<file path="config.mk">
export PLATFORM = sky130hd
export DESIGN_NAME = gate_sensor_fsm
export DESIGN_NICKNAME = d
export VERILOG_FILES = /design/src/rtl/gate_sensor_fsm.sv
export SDC_FILE = /design/constraint.sdc
export NUM_CORES = 1
export LEC_CHECK = 0
export ABC_AREA = 1
export CORE_MARGIN = 2
export CORE_UTILIZATION = 45
export CTS_CLUSTER_SIZE = 14
export DETAILED_ROUTE_END_ITERATION = 10
export GPL_TIMING_DRIVEN = 1
export HOLD_SLACK_MARGIN = 0.15
export SYNTH_ARGS = -nofsm -noshare
export SYNTH_HDL_FRONTEND = slang
export SYNTH_SLANG_ARGS = --single-unit
</file>
<file path="constraint.sdc">
create_clock -name clk -period 2.5 [get_ports clk]
set_input_delay 0.5 -clock clk [delete_from_list [all_inputs] [get_ports clk]]
set_output_delay 0.5 -clock clk [all_outputs]
set_load 0.005 [all_outputs]
</file>
<file path="src/rtl/gate_sensor_fsm.sv">
// Vehicle access gate front end: synchronises and debounces two beam sensors,
// tracks passage direction and issues registered enter/exit/denied/fault pulses.
//   clk, reset              : clock, asynchronous active-high reset
//   sens_out, sens_in       : raw outer / inner beams (1 = broken), async to clk
//   lot_full                : 1 = no free space, checked only when an entry starts
//   cor_enter, cor_exit     : one-cycle pulses per completed passage
//   gate_open               : barrier raise, high while a passage is in progress
//   denied, fault           : one-cycle pulses on refused entry / passage timeout
module gate_sensor_fsm #(
  parameter int unsigned DEB_CYCLES = 4,
  parameter int unsigned TIMEOUT    = 1000
) (
  input  logic clk,
  input  logic reset,
  input  logic sens_out,
  input  logic sens_in,
  input  logic lot_full,
  output logic cor_enter,
  output logic cor_exit,
  output logic gate_open,
  output logic denied,
  output logic fault
);

  localparam int unsigned DW = (DEB_CYCLES < 2) ? 1 : $clog2(DEB_CYCLES);
  localparam int unsigned TW = $clog2(TIMEOUT);
  localparam logic [DW-1:0] DEB_LAST = DW'(DEB_CYCLES - 1);
  localparam logic [TW-1:0] TO_LAST  = TW'(TIMEOUT - 2);

  typedef enum logic [2:0] {
    IDLE, E1, E2, E3, X1, X2, X3, WAIT_CLR
  } state_t;

  logic [1:0] raw;
  logic [1:0] deb;
  logic       a;
  logic       b;

  assign raw = {sens_out, sens_in};
  assign a   = deb[1];
  assign b   = deb[0];

  for (genvar g = 0; g < 2; g++) begin : g_deb
    logic          s1;
    logic          s2;
    logic          d;
    logic [DW-1:0] cnt;

    always_ff @(posedge clk or posedge reset) begin
      if (reset) begin
        s1  <= 1'b0;
        s2  <= 1'b0;
        d   <= 1'b0;
        cnt <= '0;
      end else begin
        s1 <= raw[g];
        s2 <= s1;
        if (s2 == d) begin
          cnt <= '0;
        end else if (cnt == DEB_LAST) begin
          d   <= s2;
          cnt <= '0;
        end else begin
          cnt <= cnt + 1'b1;
        end
      end
    end

    assign deb[g] = d;
  end

  state_t        state, state_nxt;
  logic [TW-1:0] tcnt, tcnt_nxt;
  logic          enter_nxt, exit_nxt, denied_nxt, fault_nxt;

  always_comb begin
    state_nxt  = state;
    tcnt_nxt   = '0;
    enter_nxt  = 1'b0;
    exit_nxt   = 1'b0;
    denied_nxt = 1'b0;
    fault_nxt  = 1'b0;
    case (state)
      IDLE: begin
        if (a && !b) begin
          if (lot_full) begin
            state_nxt  = WAIT_CLR;
            denied_nxt = 1'b1;
          end else begin
            state_nxt = E1;
          end
        end else if (!a && b) begin
          state_nxt = X1;
        end else if (a && b) begin
          state_nxt = WAIT_CLR;
        end
      end
      E1: case ({a, b})
        2'b11:   state_nxt = E2;
        2'b00:   state_nxt = IDLE;
        2'b01:   state_nxt = WAIT_CLR;
        default: ;
      endcase
      E2: case ({a, b})
        2'b01:   state_nxt = E3;
        2'b10:   state_nxt = E1;
        2'b00:   state_nxt = IDLE;
        default: ;
      endcase
      E3: case ({a, b})
        2'b00: begin
          state_nxt = IDLE;
          enter_nxt = 1'b1;
        end
        2'b11:   state_nxt = E2;
        2'b10:   state_nxt = WAIT_CLR;
        default: ;
      endcase
      X1: case ({a, b})
        2'b11:   state_nxt = X2;
        2'b00:   state_nxt = IDLE;
        2'b10:   state_nxt = WAIT_CLR;
        default: ;
      endcase
      X2: case ({a, b})
        2'b10:   state_nxt = X3;
        2'b01:   state_nxt = X1;
        2'b00:   state_nxt = IDLE;
        default: ;
      endcase
      X3: case ({a, b})
        2'b00: begin
          state_nxt = IDLE;
          exit_nxt  = 1'b1;
        end
        2'b11:   state_nxt = X2;
        2'b01:   state_nxt = WAIT_CLR;
        default: ;
      endcase
      WAIT_CLR: if (!a && !b) state_nxt = IDLE;
      default:  state_nxt = IDLE;
    endcase

    // Timeout only where no transition was taken, so it never collides with a completion pulse.
    if ((state inside {E1, E2, E3, X1, X2, X3}) && (state_nxt == state)) begin
      if (tcnt == TO_LAST) begin
        state_nxt = WAIT_CLR;
        fault_nxt = 1'b1;
      end else begin
        tcnt_nxt = tcnt + 1'b1;
      end
    end
  end

  always_ff @(posedge clk or posedge reset) begin
    if (reset) begin
      state     <= IDLE;
      tcnt      <= '0;
      cor_enter <= 1'b0;
      cor_exit  <= 1'b0;
      gate_open <= 1'b0;
      denied    <= 1'b0;
      fault     <= 1'b0;
    end else begin
      state     <= state_nxt;
      tcnt      <= tcnt_nxt;
      cor_enter <= enter_nxt;
      cor_exit  <= exit_nxt;
      gate_open <= state_nxt inside {E1, E2, E3, X1, X2, X3};
      denied    <= denied_nxt;
      fault     <= fault_nxt;
    end
  end

endmodule

</file>
# Word level (Yosys, flattened, before mapping)
# Index checks and enable logic that the tools add are counted.
dict set report classes {
  addsub 3
  mul 0
  div 0
  magnitude_cmp 0
  eq_ne 22
  shifts 0
  n_mux 28
  n_bitwise 2
  n_reduce_logical 13
}
# operator n
set op_table {}
lappend op_table {{one-hot mux 3 bit (3 select lines)} 6}
lappend op_table {{one-hot mux 3 bit (8 select lines)} 1}
lappend op_table {{equality test 3 bit (second input constant)} 7}
lappend op_table {{2-to-1 mux 3 bit} 7}
lappend op_table {{2-to-1 mux 10 bit} 2}
lappend op_table {{equality test 3 x 2 -> 1 bit (second input constant)} 4}
lappend op_table {{nonzero test 6 bit} 2}
lappend op_table {{adder 10 x 1 -> 10 bit (second input constant)} 1}
lappend op_table {{equality test 10 bit (second input constant)} 1}
lappend op_table {{equality test 2 bit (second input constant)} 4}
lappend op_table {{2-to-1 mux 1 bit} 8}
lappend op_table {{2-to-1 mux 2 bit} 4}
lappend op_table {{equality test 3 x 1 -> 1 bit (second input constant)} 2}
lappend op_table {{logical AND 1 bit} 5}
lappend op_table {{adder 2 x 1 -> 2 bit (second input constant)} 2}
lappend op_table {{AND reduction 2 bit} 2}
lappend op_table {{equality test 3 bit} 1}
lappend op_table {{zero test 3 bit} 1}
lappend op_table {{equality test 1 bit} 2}
lappend op_table {{equality test 2 x 1 -> 1 bit (second input constant)} 1}
lappend op_table {{zero test 1 bit} 2}
lappend op_table {{zero test 2 bit} 1}
lappend op_table {{NOT 1 bit} 2}
dict set report word_totals {
  ff_bits 28
  latchBits 0
  ramBits 0
  romBits 0
  input_bits 5
  out_inout_bits 5
  mem_count 0
}

# Depth between registers and ports, before layout
dict set report logic_depth {
  ltp_word 10
  ltp_mapped 16
  depth_no_buf 16
}

# Worst setup path after synthesis
# OpenSTA, ideal clock, no wires.
dict set report synth_path {
  path_kind {register to register}
  start {register g_deb[0].d, in the netlist b}
  end {register tcnt[5]}
  setup_time_ps 95
  t_arrival_ps 1890
  required_ps 2405
  setup_slack_ps 515
  stages_incl_launch_ff 15
  path_buffers 1
  cell_sequence {dfrtp_1 -> inv_1 -> ha_1 -> nor2_1 -> nand2_1 -> nand2_1 -> nand2_1 -> nor2_2 -> nand2_1 -> nand3_1 -> nand2_1 -> nor2_2 -> nand2_2 -> buf_6 -> nor4_4}
}
dict set report synth_via {
  elab_chain_len 8
  elab_cells_between_ends 23
  cone_classes {eq/ne (4); mux (12); reduce/logical (7)}
}
# item line_no
set synth_lines {}
lappend synth_lines {{from (decl)} 46} ;# logic d;
lappend synth_lines {{from (signal assigned)} 53} ;# d <= 1'b0;
lappend synth_lines {{from (signal assigned)} 61} ;# d <= s2;
lappend synth_lines {{logical AND 1 bit} 94} ;# end else if (a && b) begin
lappend synth_lines {{2-to-1 mux 3 bit} 94}
lappend synth_lines {{2-to-1 mux 3 bit} 92} ;# end else if (!a && b) begin
lappend synth_lines {{2-to-1 mux 3 bit} 85} ;# if (a && !b) begin
lappend synth_lines {{one-hot mux 3 bit (8 select lines) (*)} 83} ;# case (state)
lappend synth_lines {{equality test 3 bit (*)} 145} ;# if ((state inside {E1, E2, E3, X1, X2, X3}) && (state_nxt == state)) begin
lappend synth_lines {{logical AND 1 bit (*)} 145}
lappend synth_lines {{2-to-1 mux 10 bit (*)} 145}
lappend synth_lines {{named net tcnt_nxt[5]} 73} ;# logic [TW-1:0] tcnt, tcnt_nxt;
lappend synth_lines {{to (signal assigned)} 166} ;# tcnt <= tcnt_nxt;
lappend synth_lines {{to (decl)} 73}
# Mark *: on every way through the listed nets, which the timed path passes. The rest lies on a longest branch.
# A chain may end at the register's enable or synchronous reset.

# Worst setup path after layout
dict set report layout_path {
  start {register g_deb[0].d, in the netlist b}
  end {register tcnt[2]}
}
# Same word-level chain as after synthesis.

==> results.yml <==
final_layout:
  diodes: 0
  fin_nets: 241
  finish.instance_area_um2: 1950
  drive_above_1_share: 0.156
  syn_to_final_growth_pct: 11.0
  layout_commonest_cell: "nand2_1"
  final_cell_mix: "nand2_1 (56), dfrtp_1 (26), nor2_1 (25)"
placed_design:
  place_congestion: 0.915
  pre_cts_ws_ps: 93.2
  dpl.hpwl_um: 2450
  place_area_um2: 1870
  io_buffers: 9
grt:
  overflow: 0
  grt_pass1_vias: 1322
  grt_pass1_wl_um: 5730
  grt_start_max_net_pins: 29
  antenna_found_initial: 0
  track_usage: 0.165
worst_setup_path:
  crit_arrival_ps: 2410
  rr_worst_depth: 14
  worstPathCellList: "inv_1 -> ha_2 -> nor2_1 -> nand2_1 -> nand2_1 -> nor2_1 -> nor2_1 -> nand3_2 -> nand2_2 -> nand2_1 -> nand2_1 -> nor2_2 -> nand2_2 -> nor4_1"
  startpoint_type: "flop"
  timing.critical_path.required_ps: 2670
  max_stage_delay_ps: 490
  crit_buf_inv: 1
  cp.depth: 14
  cp_top_family: "simple AND/OR/NAND/NOR gates"
  endpoint_kind: "flop"
  worstPathMaxFanout: 11
  crit_path_frequent_cell: "nand2_1"
  slowest_stage: "dfrtp_2"
  worstSetupPathType: "reg -> reg"
floorplan:
  io_pins: 10
  die_area_um2: 4420
  row_count: 22
  core_um2: 3720
  die_h_um: 66.5
  initial_core_util: 0.472
  die_x_um: 66.5
clock_tree:
  clock_path_buffers: 2
  ctsHoldBuffers: 0
  cts_root_buf: "clkbuf_8"
  cts_tree: "done"
  cts_max_level: 1
  clkTransAtPathRegs_ps: 90
  cts_sinks: 28
  clk_latency_ps: 270
  numCtsBuffers: 3
sta:
  setup_viol: 0
  timing.final.crit_share: 0.896
  hold_viol: 0
  skew_ps: 1.53
  setup_tns_ps: 0
  timing.slew.headroom: 0.526
  drv_slew: 0
  min_period_ps: 2240
  worst_pin_slew_ps: 708
  final.setup.worst_slack_ps: 260
  whs_ps: 357
  rsz0062_at_grt: "no"
  max_freq_mhz: 446
worst_hold_path:
  min_path_type: "reg -> reg"
  holdPathStages: 0
pwr:
  p_per_area_nw_per_um2: 1110
  max-vdd-ir-drop_v: 0.000523
  leakagePower_nw: 0.914
route:
  vias: 1400
  wire_per_inst_um: 11.8
  final_antenna_net_count: 0
  drc: 0
  drt_iter0_drc: 81
  wirelength_um: 3210
  dr.pass1.iters: 4
  vias_per_cell: 5.15
synth:
  synth_top_cell_by_area: "dfrtp_1"
  syn_area_um2: 1760
  synth_cell_types: 28
  netlist.area_leader.share: 0.399
  syn_inst: 215
  yosysWarnings: 0
  synth_area_leaders: "dfrtp_1 (40%), nand2_1 (12%), ha_1 (7.8%), nor2_1 (5.3%), inv_1 (4.7%)"
  seq_area_frac_synth: 0.399
  synth_nets: 231
  postSynthAreaPerCell_um2: 8.16
  ys_ff_latch: 28
run_status:
  status: "complete, no violations"
run:
  drv_cap: 0
==> Yosys cell counts <==
cell	count
nor3_1	4
nor2_2	4
nor4_1	2
nand2_2	5
clkbuf_1	1
nand4_1	3
buf_6	2
inv_2	3
inv_4	1
a21oi_1	4
nand3_2	4
o211ai_1	1
o21ai_0	5
nor2_1	25
o2111ai_1	1
nand3_1	11
buf_4	2
ha_1	11
xnor2_1	4
o31ai_1	1
dfrtp_1	28
nor3_4	1
nor4_4	2
nor3_2	7
xor2_1	3
nand2_1	56
o21ai_1	2
inv_1	22
==> where the power goes <==
group / total, mW / internal, mW / leakage (nW) / switching [mW]
clock network: 0.348 / 0.214 / 0.0357 / 0.134
registers: 0.673 / 0.550 / 0.363 / 0.123
logic: 1.13 / 0.379 / 0.515 / 0.753
total: 2.15 / 1.14 / 0.914 / 1.01
==> stage by stage <==
stage          total power [mW]  utilization  instances
5_1_grt                    2.36        0.524        272
3_3_place_gp               1.78        0.504        268
3_5_place_dp               1.80        0.504        268
4_1_cts                    2.16        0.523        272
6_report                   2.15        0.524        272
2_1_floorplan              1.61            -        215
==> per-layer routing <==
layer | global-route usage | up-vias | part of all wire
met5 | 0 | - | 0
met4 | 0.0459 | 0 | 0.0068
met3 | 0.0389 | 2 | 0.059
met2 | 0.265 | 47 | 0.46
met1 | 0.223 | 648 | 0.47
li1 | - | 703 | -
==> worst paths after layout <==
check | startpoint | end | slack (ps)
worst min register to register | g_deb[0].s1$_DFF_PP0_ | g_deb[0].s2$_DFF_PP0_ | 360
worst max register to register | b$_DFFE_PP0P_ | tcnt[2]$_DFF_PP0_ | 260
worst min-delay path | g_deb[0].s1$_DFF_PP0_ | g_deb[0].s2$_DFF_PP0_ | 360
min in group asynchronous | reset | g_deb[1].cnt[0]$_DFF_PP0_ | 580
max in group asynchronous | reset | b$_DFFE_PP0P_ | 1640
worst max-delay path | b$_DFFE_PP0P_ | tcnt[2]$_DFF_PP0_ | 260
==> area by class of cell <==
type	instances	area, µm²
Fill cell	369	1770
Multi-Input combinational cell	156	916
Sequential cell	28	703
Inverter	26	100
Timing Repair Buffer	10	97.6
Tap cell	48	60.1
Clock buffer	3	41.3
Clock inverter	1	30.0
==> logic make-up after synthesis <==
kind of cell	share of synthesized area
AOI/OAI and AO/OA	0.0449
xor gates and xnor gates	0.0349
adders and majority gates	0.0784
buffers and inverters	0.0805
DFF	0.399
and+or+nand+nor	0.362
==> sequential cells by signal, summed over array words and instances (netlist names), 2 cells and up <==
register,count
tcnt,10
g_deb.s1,2
g_deb.s2,2
g_deb.cnt,4
state,3
==> repair_timing <==
item                                    CTS  global route
hold endpoints to repair                  0             0
endpoints found under the setup margin    0            11
setup buffers                             0             0
gates resized for setup                   0             3
Power figures use the tool's default switching activity.
